--- src/rtl/cv32e40px_rvfi_trace_buffer.sv ---
// cv32e40px_rvfi_trace_buffer
// Retirement-trace FIFO between the RVFI retire stage and a trace consumer.
// Up to NRET records per cycle are compacted in channel order into a
// circular buffer. Each record gets a unique order number, and the first
// record after an exception trap or taken interrupt is tagged as a handler
// entry.
// Ports:
//   clk_i, rst_ni (async, active low), clear_i (sync flush)
//   in_*      : per-channel retire records, flattened NRET-wide
//   irq_*     : interrupt taken this cycle and its cause
//   in_ready_o: room for a full NRET push
//   out_*     : head record (all zero when out_valid_o = 0), out_ready_i pops
//   count_o   : occupancy, overflow_o: sticky dropped-push flag
module cv32e40px_rvfi_trace_buffer #(
   parameter int NRET    = 1,
   parameter int DEPTH   = 8,
   parameter int CAUSE_W = 11
) (
   input  logic                    clk_i,
   input  logic                    rst_ni,
   input  logic                    clear_i,
   input  logic [NRET-1:0]         in_valid_i,
   input  logic [NRET*32-1:0]      in_pc_i,
   input  logic [NRET*32-1:0]      in_insn_i,
   input  logic [NRET-1:0]         in_trap_i,
   input  logic [NRET-1:0]         in_exception_i,
   input  logic [NRET-1:0]         in_debug_i,
   input  logic [NRET*CAUSE_W-1:0] in_cause_i,
   input  logic                    irq_taken_i,
   input  logic [CAUSE_W-1:0]      irq_cause_i,
   output logic                    in_ready_o,
   output logic                    out_valid_o,
   input  logic                    out_ready_i,
   output logic [31:0]             out_pc_o,
   output logic [31:0]             out_insn_o,
   output logic                    out_trap_o,
   output logic                    out_exception_o,
   output logic                    out_debug_o,
   output logic [CAUSE_W-1:0]      out_cause_o,
   output logic                    out_intr_o,
   output logic                    out_intr_interrupt_o,
   output logic                    out_intr_exception_o,
   output logic [CAUSE_W-1:0]      out_intr_cause_o,
   output logic [63:0]             out_order_o,
   output logic [$clog2(DEPTH):0]  count_o,
   output logic                    overflow_o
);

   localparam int AW = $clog2(DEPTH);
   localparam int CW = AW + 1;

   typedef struct packed {
      logic [31:0]        pc;
      logic [31:0]        insn;
      logic               trap;
      logic               exception;
      logic               debug;
      logic [CAUSE_W-1:0] cause;
      logic               intr;
      logic               intr_irq;
      logic               intr_exc;
      logic [CAUSE_W-1:0] intr_cause;
      logic [63:0]        order;
   } rec_t;

   rec_t               mem [DEPTH];
   rec_t               wr_rec [NRET];
   logic [AW-1:0]      wr_off [NRET];
   rec_t               head;

   logic [AW-1:0]      wptr_q, rptr_q;
   logic [CW-1:0]      count_q, push_cnt;
   logic [63:0]        order_q;
   logic               overflow_q;
   logic               pend_v_q, pend_irq_q, pend_exc_q;
   logic [CAUSE_W-1:0] pend_cause_q;

   logic               any_valid, push, drop, pop;
   logic               last_exc;
   logic [CAUSE_W-1:0] last_cause;

   assign any_valid   = |in_valid_i;
   assign in_ready_o  = (count_q <= CW'(DEPTH - NRET));
   assign out_valid_o = (count_q != '0);
   assign push        = in_ready_o & any_valid;
   assign drop        = ~in_ready_o & any_valid;
   assign pop         = out_valid_o & out_ready_i;

   // Walk channels in order: running popcount gives each valid channel its
   // compacted slot; an exception trap tags every later record in the push,
   // otherwise the first record may take the irq or the pending tag.
   always_comb begin
      logic               exc_seen;
      logic               first;
      logic [CW-1:0]      cnt;
      logic [CAUSE_W-1:0] exc_cause;
      exc_seen  = 1'b0;
      first     = 1'b1;
      cnt       = '0;
      exc_cause = '0;
      last_exc  = 1'b0;
      for (int i = 0; i < NRET; i++) begin
         wr_off[i]           = cnt[AW-1:0];
         wr_rec[i].pc        = in_pc_i[i*32 +: 32];
         wr_rec[i].insn      = in_insn_i[i*32 +: 32];
         wr_rec[i].trap      = in_trap_i[i];
         wr_rec[i].exception = in_exception_i[i];
         wr_rec[i].debug     = in_debug_i[i];
         wr_rec[i].cause     = in_cause_i[i*CAUSE_W +: CAUSE_W];
         wr_rec[i].order     = order_q + 64'(cnt);
         wr_rec[i].intr       = 1'b0;
         wr_rec[i].intr_irq   = 1'b0;
         wr_rec[i].intr_exc   = 1'b0;
         wr_rec[i].intr_cause = '0;
         if (exc_seen) begin
            wr_rec[i].intr       = 1'b1;
            wr_rec[i].intr_exc   = 1'b1;
            wr_rec[i].intr_cause = exc_cause;
         end else if (first && irq_taken_i) begin
            wr_rec[i].intr       = 1'b1;
            wr_rec[i].intr_irq   = 1'b1;
            wr_rec[i].intr_cause = irq_cause_i;
         end else if (first && pend_v_q) begin
            wr_rec[i].intr       = 1'b1;
            wr_rec[i].intr_irq   = pend_irq_q;
            wr_rec[i].intr_exc   = pend_exc_q;
            wr_rec[i].intr_cause = pend_cause_q;
         end
         if (in_valid_i[i]) begin
            first    = 1'b0;
            cnt      = cnt + CW'(1);
            last_exc = in_trap_i[i] & in_exception_i[i];
            if (in_trap_i[i] && in_exception_i[i]) begin
               exc_seen  = 1'b1;
               exc_cause = in_cause_i[i*CAUSE_W +: CAUSE_W];
            end
         end
      end
      push_cnt   = cnt;
      last_cause = exc_cause;
   end

   always_ff @(posedge clk_i or negedge rst_ni) begin
      if (!rst_ni) begin
         wptr_q       <= '0;
         rptr_q       <= '0;
         count_q      <= '0;
         order_q      <= '0;
         overflow_q   <= 1'b0;
         pend_v_q     <= 1'b0;
         pend_irq_q   <= 1'b0;
         pend_exc_q   <= 1'b0;
         pend_cause_q <= '0;
      end else if (clear_i) begin
         // order_q deliberately survives a flush so order numbers stay unique
         wptr_q       <= '0;
         rptr_q       <= '0;
         count_q      <= '0;
         overflow_q   <= 1'b0;
         pend_v_q     <= 1'b0;
         pend_irq_q   <= 1'b0;
         pend_exc_q   <= 1'b0;
         pend_cause_q <= '0;
      end else begin
         if (push) begin
            wptr_q  <= wptr_q + AW'(push_cnt);
            order_q <= order_q + 64'(push_cnt);
         end
         if (pop) rptr_q <= rptr_q + AW'(1);
         count_q <= count_q + (push ? push_cnt : CW'(0)) - CW'(pop);
         if (drop) overflow_q <= 1'b1;
         if (push && last_exc) begin
            pend_v_q     <= 1'b1;
            pend_irq_q   <= 1'b0;
            pend_exc_q   <= 1'b1;
            pend_cause_q <= last_cause;
         end else if (irq_taken_i && !push) begin
            pend_v_q     <= 1'b1;
            pend_irq_q   <= 1'b1;
            pend_exc_q   <= 1'b0;
            pend_cause_q <= irq_cause_i;
         end else if (push) begin
            pend_v_q     <= 1'b0;
            pend_irq_q   <= 1'b0;
            pend_exc_q   <= 1'b0;
            pend_cause_q <= '0;
         end
      end
   end

   // Storage needs no reset: the head is masked whenever count is zero.
   always_ff @(posedge clk_i) begin
      if (push && !clear_i) begin
         for (int i = 0; i < NRET; i++)
            if (in_valid_i[i]) mem[wptr_q + wr_off[i]] <= wr_rec[i];
      end
   end

   assign head = out_valid_o ? mem[rptr_q] : '0;

   assign out_pc_o             = head.pc;
   assign out_insn_o           = head.insn;
   assign out_trap_o           = head.trap;
   assign out_exception_o      = head.exception;
   assign out_debug_o          = head.debug;
   assign out_cause_o          = head.cause;
   assign out_intr_o           = head.intr;
   assign out_intr_interrupt_o = head.intr_irq;
   assign out_intr_exception_o = head.intr_exc;
   assign out_intr_cause_o     = head.intr_cause;
   assign out_order_o          = head.order;
   assign count_o              = count_q;
   assign overflow_o           = overflow_q;

endmodule

--- config.mk ---
export PLATFORM = sky130hd
export DESIGN_NAME = cv32e40px_rvfi_trace_buffer
export DESIGN_NICKNAME = d
export VERILOG_FILES = /design/src/rtl/cv32e40px_rvfi_trace_buffer.sv
export SDC_FILE = /design/constraint.sdc
export NUM_CORES = 1
export LEC_CHECK = 0
export BUFFER_PORTS_ARGS = -buffer_cell sky130_fd_sc_hd__buf_2
export CAP_MARGIN = 20
export CORE_ASPECT_RATIO = 0.6
export CORE_MARGIN = 10
export CORE_UTILIZATION = 40
export DETAILED_ROUTE_END_ITERATION = 12
export SKIP_CTS_REPAIR_TIMING = 1
export SYNTH_ARGS = -nofsm -noshare
export SYNTH_HDL_FRONTEND = slang
export SYNTH_SLANG_ARGS = --single-unit
--- constraint.sdc ---
create_clock -name clk_i -period 11.7 [get_ports clk_i]
set_input_delay 1.755 -clock clk_i [delete_from_list [all_inputs] [get_ports clk_i]]
set_output_delay 1.755 -clock clk_i [all_outputs]
set_load 0.005 [all_outputs]
==> flow_summary_export.csv, run 1 <==
group,metric,value,unit
run_status,status,"completed",
worst_setup_path,cpMostUsedCell,"buf_4",
worst_setup_path,crit_cells,6,
worst_setup_path,critPathLaunchType,"flip-flop",
global_routing,grt_pass1_wl,179000,um
detailed_routing,viasPerCell,5.40,
layout,multi_input_area,11400,um2
yosys,avgSynthCellArea,21.2,um2
worst_setup_path,rr_worst_depth,7,
placed_design,io_buffers,257,
layout,drive_gt1_share,28.9,%
worst_setup_path,required,9.95,ns
layout,register_area,39700,um2
floorplanning,die-area,144000,um2
yosys,synthDistinctLibCells,36,
yosys,yosysSeqAreaShare,77.0,%
timing,max_freq,0.159,GHz
timing,final_max_slew_viol_count,0,
clock_network,path_clk_slew,0.06,ns
floorplanning,start_util,40.5,%
yosys,yosysWarnings,0,
worst_setup_path,critical_path_class,"flip-flop to output port",
yosys,ys_seq_elements,1337,
clock_network,cts-root-buf,"clkbuf_16",
job,drv_cap,0,
clock_network,insertion_delay,0.74,ns
hold_path,hold_class,"flip-flop to flip-flop",
yosys,synth_nets,2535,
layout,final_cells,4543,
detailed_routing,drc,0,
yosys,synthSimpleGateAreaFrac,3.23,%
detailed_routing,drt_first_iter_violations,2112,
power_and_ir_drop,peakVddDrop,224,uV
floorplanning,die_y,298,um
power_and_ir_drop,p_leak,19.1,nW
detailed_routing,ant_nets,0,
worst_setup_path,max_stage_delay,0.94,ns
detailed_routing,first_pass_iters,5,
hold_path,whs_path_depth,2,
yosys,synthXorXnorAreaFrac,1.14,%
clock_network,cts.sinks,1337,
floorplanning,rows,101,
worst_setup_path,worst-path-max-fanout,75,
worst_setup_path,crit_family,"buffers and inverters",
clock_network,cts_made_buffers,120,
power_and_ir_drop,cellPowerDensity,203,nW/um2
yosys,synth_cells,2428,
placed_design,dp_hpwl,67100,um
clock_network,cts_max_level,3,
detailed_routing,totalWireLength,120000,um
layout,design_area,59100,um2
placed_design,gp_congestion,0.735,
yosys,synth_area,51600,um2
floorplanning,die_width,484,um
clock_network,cts_tree,"yes",
worst_setup_path,arrival,4.54,ns
timing,worstMarginPinSlew,1.20,ns
floorplanning,ios,258,
yosys,synth_fa_ha_area_share,0.306,%
yosys,synth_top_family_by_area,"multiplexers",
placed_design,postPlaceCellArea,55000,um2
detailed_routing,via_count,24600,
yosys,synth-compound-area-share,0.395,%
floorplanning,coreArea,127000,um2
layout,fillerInstances,10600,
timing,skew,0.0326,ns
layout,nets,2840,
timing,slew_headroom,19.9,%
timing,finalHoldViolations,0,
global_routing,grt_pass1_vias,26100,
clock_network,cts_max_path_buffers,3,
worst_setup_path,cp_cell_sequence,"buf_4 > buf_4 > mux4_2 > mux2i_1 > nor2_1 > buf_2",
timing,timing.hold.ws,0.482,ns
worst_setup_path,cpMaxStageDelayCell,"buf_4",
timing,period_share,53.8,%
global_routing,grt_max_degree,159,
global_routing,overflow,0,
worst_setup_path,critPathBufInv,3,
yosys,synth.area.mux_share,16.9,%
worst_setup_path,worstSetupEndpointType,"output port",
timing,rsz0062_at_grt,"false",
global_routing,antenna_found_initial,11,
detailed_routing,wl_per_cell,26.5,um
placed_design,place_inst,4307,
timing,min_period,6.30,ns
layout,syn_to_final_growth,14.6,%
global_routing,grt_use_total,16.4,%
timing,tns,0,ns
timing,final-setup-viol-count,0,
## synth_stat cells
cell	n	area share, %
a21o_1	3	0.044
a21oi_1	5	0.049
a22o_1	11	0.19
and2_1	3	0.036
and3_1	8	0.097
and4_1	2	0.034
buf_1	22	0.16
buf_2	29	0.28
clkbuf_1	66	0.48
dfrtp_1	89	4.3
edfxtp_1	1248	73
fa_1	1	0.039
ha_1	11	0.27
inv_1	14	0.10
mux2_2	2	0.044
mux2i_1	168	3.3
mux4_2	312	14
nand2_1	52	0.38
nand2b_1	3	0.036
nand3_1	23	0.22
nand3_2	1	0.019
nand4_1	33	0.40
nand4_2	1	0.024
nand4bb_1	1	0.022
nor2_1	196	1.4
nor2b_1	5	0.061
nor3_1	25	0.24
nor3b_1	2	0.029
nor4_1	7	0.085
nor4_4	1	0.041
o21ai_0	12	0.12
or2_2	2	0.024
or3_1	2	0.024
or3b_4	1	0.022
xnor2_1	40	0.68
xor2_1	27	0.46
## layout make-up
cell class | count | area share (%)
Sequential cell | 1337 | 67.2
Multi-Input combinational cell | 960 | 19.3
Clock buffer | 142 | 5.38
Tap cell | 1699 | 3.60
Timing Repair Buffer | 300 | 2.91
Clock inverter | 84 | 1.50
Inverter | 14 | 0.0889
Antenna cell | 7 | 0.0296
## layout by cell type (no fill, tap or decap), types with 11 or more instances in the layout
| master | instances |
|---|---|
| nor2_1 | 190 |
| xnor2_1 | 40 |
| bufinv_16 | 15 |
| edfxtp_1 | 1248 |
| clkinv_1 | 23 |
| mux2i_1 | 168 |
| buf_4 | 36 |
| a22o_1 | 11 |
| o21ai_0 | 12 |
| clkbuf_16 | 123 |
| nor3_1 | 23 |
| inv_1 | 14 |
| clkbuf_1 | 16 |
| xor2_1 | 27 |
| nand2_1 | 52 |
| nand4_1 | 33 |
| buf_2 | 256 |
| mux4_2 | 312 |
| nand3_1 | 23 |
| clkinv_2 | 28 |
| ha_1 | 11 |
| dfrtp_1 | 86 |
## worst min-delay path, delay by kind of cell (launching register included)
| family | cells | cell delay, ns |
|---|---|---|
| AO/OA/AOI/OAI | 1 | 0.06 |
| flip-flops | 1 | 0.34 |
| AND/OR/NAND/NOR | 1 | 0.04 |
## report_power, final
part	switching [W]	leakage, nW	internal [W]
logic	0.00137	4.50	0.00116
registers	0.000102	12.6	0.00533
clock network	0.00176	1.98	0.00228
total	0.00323	19.1	0.00877
## sequential cells by signal, indices dropped and copies added (netlist names)
signal	flops
pend_exc_q	1
pend_irq_q	1
wptr_q	3
mem	1248
overflow_o	1
order_q	64
pend_v_q	1
count_o	4
rptr_q	3
pend_cause_q	11
## metrics by stage
| step | worst slack [ns] | util (%) | power (W) |
|---|---|---|---|
| 5_1_grt | 5.05 | 46.4 | 0.0126 |
| 2_1_floorplan | 1.88 | - | 0.00712 |
| 3_3_place_gp | 6.00 | 43.2 | 0.00813 |
| 4_1_cts | 5.19 | 46.4 | 0.0122 |
| 3_5_place_dp | 5.94 | 43.2 | 0.00815 |
| 6_report | 5.40 | 46.5 | 0.0120 |
## kinds of logic (layout without fill, tap and decap cells)
family | count (synthesis) | in the layout
flip-flops | 1337 | 1337
multiplexers | 482 | 482
AND/OR/NAND/NOR | 368 | 368
buffers and inverters | 131 | 540
XOR/XNOR | 67 | 67
AO/OA/AOI/OAI | 31 | 31
adder cells (fa/ha/maj) | 12 | 12
other | 0 | 7
## path summary, 6_finish.rpt
check                      slack [ns]       start          end
max                              5.40   rptr_q[1]  out_pc_o[7]
min                              0.48  pend_exc_q   pend_exc_q
max reg2reg                      7.44  count_o[3]   mem[2][93]
min reg2reg                      0.48  pend_exc_q   pend_exc_q
max in group asynchronous        9.48      rst_ni    rptr_q[2]
min in group asynchronous        1.01      rst_ni  order_q[35]
## per-layer routing
metal,vias up,GRT usage [%],routed length [um]
met2,679,27.0,58800
li1,10500,-,-
met3,144,2.72,6620
met5,-,0,0
met1,13200,23.0,52700
met4,0,3.46,2160
(Power assumes the default switching activity.)
==> run 2: changes to the inputs <==
==> constraint.sdc (replaced) <==
create_clock -name clk_i -period 5.8 [get_ports clk_i]
set_input_delay 0.87 -clock clk_i [delete_from_list [all_inputs] [get_ports clk_i]]
set_output_delay 0.87 -clock clk_i [all_outputs]
set_load 0.005 [all_outputs]
==> run 2 against run 1 <==
  * Die area did not move
  * Critical path depth fell by 1
  * Clock-buffer cell count grew 23
  * Clock skew rose by 0.0019 ns
  * Highest routed layer is now met5
  * Core utilization about the same
  * Register-to-register slack got worse by 5.1 ns
  * Total power grew 98%
  * Hold slack got worse by 0.30 ns
  * Cell count shrank 0.11%
  * Non-clock buffer count up 3
  * Setup slack got worse by 4.0 ns
  * Critical endpoint is now out_order_o[36]
  * Combinational power rose by 98%
  * Largest power group unchanged
==> flow_summary_export.csv, run 2 (same netlist as run 1, synthesis figures left out) <==
group,metric,value,unit
detailed_routing,drc,0,
timing,timing.hold.ws,0.178,ns
clock_network,cts.sinks,1337,
worst_setup_path,required,4.93,ns
layout,fin_util,46.5,%
floorplanning,start_util,40.5,%
worst_setup_path,worst-path-max-fanout,30,
job,drv_cap,0,
global_routing,overflow,0,
placed_design,io_buffers,257,
clock_network,cts_max_path_buffers,3,
floorplanning,ios,258,
floorplanning,die_y,298,um
global_routing,use_met2,26.2,%
timing,finalHoldViolations,0,
global_routing,top_usage_layer,"met2",
global_routing,antenna_found_initial,15,
timing,tns,0,ns
detailed_routing,first_pass_iters,5,
global_routing,grt_pass1_wl,175000,um
power_and_ir_drop,peakVddDrop,330,uV
worst_setup_path,critPathLaunchType,"flip-flop",
layout,final_common_cell,"edfxtp_1",
clock_network,cts_max_level,3,
floorplanning,die_width,484,um
clock_network,cts-root-buf,"clkbuf_16",
power_and_ir_drop,p_leak,19.0,nW
layout,largest_reg_flops,1248,
detailed_routing,viasPerCell,5.38,
clock_network,cts_tree,"yes",
floorplanning,coreArea,127000,um2
global_routing,grt_use_total,16.1,%
worst_setup_path,arrival,3.52,ns
floorplanning,rows,101,
detailed_routing,via_count,24400,
clock_network,insertion_delay,0.74,ns
global_routing,grt_pass1_vias,25900,
detailed_routing,ant_nets,0,
floorplanning,die-area,144000,um2
run_status,status,"completed",
layout,layout_common_cells,"edfxtp_1 (1248), mux4_2 (312), buf_2 (256)",
clock_network,path_clk_slew,0.06,ns
worst_setup_path,critical_path_class,"flip-flop to output port",
placed_design,gp_congestion,0.731,
power_and_ir_drop,cellPowerDensity,402,nW/um2
timing,final_max_slew_viol_count,0,
layout,syn_to_final_growth,14.6,%
global_routing,grt_use_met1,22.2,%
detailed_routing,wl_per_cell,25.9,um
detailed_routing,drt_first_iter_violations,2139,
timing,rsz0062_at_grt,"false",
global_routing,gr-usage-met3,3.55,%
timing,max_freq,0.228,GHz
layout,drive_gt1_share,28.6,%
global_routing,grt_max_degree,116,
timing,worstMarginPinSlew,1.10,ns
timing,skew,0.0345,ns
timing,min_period,4.39,ns
layout,nets,2842,
timing,slew_headroom,26.6,%
hold_path,hold_class,"input port to asynchronous set/reset pin",
clock_network,cts_made_buffers,119,
worst_setup_path,worstSetupEndpointType,"output port",
timing,period_share,75.6,%
detailed_routing,totalWireLength,118000,um
placed_design,dp_hpwl,65700,um
timing,final-setup-viol-count,0,
==> run 2: cell count changes in the layout (fill, tap and decap cells not counted), sizes merged <==
cell	delta
clkbuf	+22
clkinvlp	-6
buf	+4
clkinv	-22
bufinv	-7
inv	+4
==> run 2: through the flow <==
stage | instance area [um2] | instances | power [W] | setup WS, ns
detailed placement | 55300 | 4313 | 0.0164 | 2.07
floorplan | 51600 | 2428 | 0.0143 | -0.423
global route | 59100 | 4534 | 0.0249 | 1.11
global placement | 55200 | 4311 | 0.0163 | 2.13
finish | 59100 | 4538 | 0.0238 | 1.41
CTS | 59100 | 4531 | 0.0242 | 1.24
==> run 2: cell type report <==
type / instances / area [um2]
tap: 1699 / 2130
sequential: 1337 / 39700
fill: 10500 / 68100
inverter: 14 / 52.6
clock buffer: 165 / 3290
clock inverter: 53 / 541
timing repair buffer: 303 / 1950
multi-input combinational: 960 / 11400
antenna: 7 / 17.5
==> run 2: final timing paths <==
path / start / endpoint / slack, ns / cells past startpoint
max in group asynchronous: rst_ni / rptr_q[1] / 4.46 / 2
hold / removal: rst_ni / order_q[22] / 0.18 / 1
hold reg to reg: pend_exc_q / pend_exc_q / 0.47 / 2
setup / recovery: rptr_q[0] / out_order_o[36] / 1.41 / 5
min in group clk_i: in_pc_i[27] / mem[3][151] / 0.41 / 1
setup reg to reg: count_o[3] / count_o[2] / 2.35 / 11
==> run 2: report_power, final <==
group | total, W | switching [W] | internal (W)
sequential | 0.0110 | 0.000235 | 0.0107
clock | 0.00776 | 0.00344 | 0.00433
combinational | 0.00501 | 0.00266 | 0.00235
==> run 2: per-layer routing <==
metal	vias to the layer above	wire [um]
li1	10500	-
met1	13100	50700
met2	660	57200
met3	161	7410
met4	10	2200
met5	-	45
==> run 2: critical path: stages, from the launching register on <==
cell	delay [ns]
dfrtp_4	0.87
buf_4	0.53
mux4_2	0.56
mux2i_1	0.54
nor2_1	0.09
buf_2	0.17
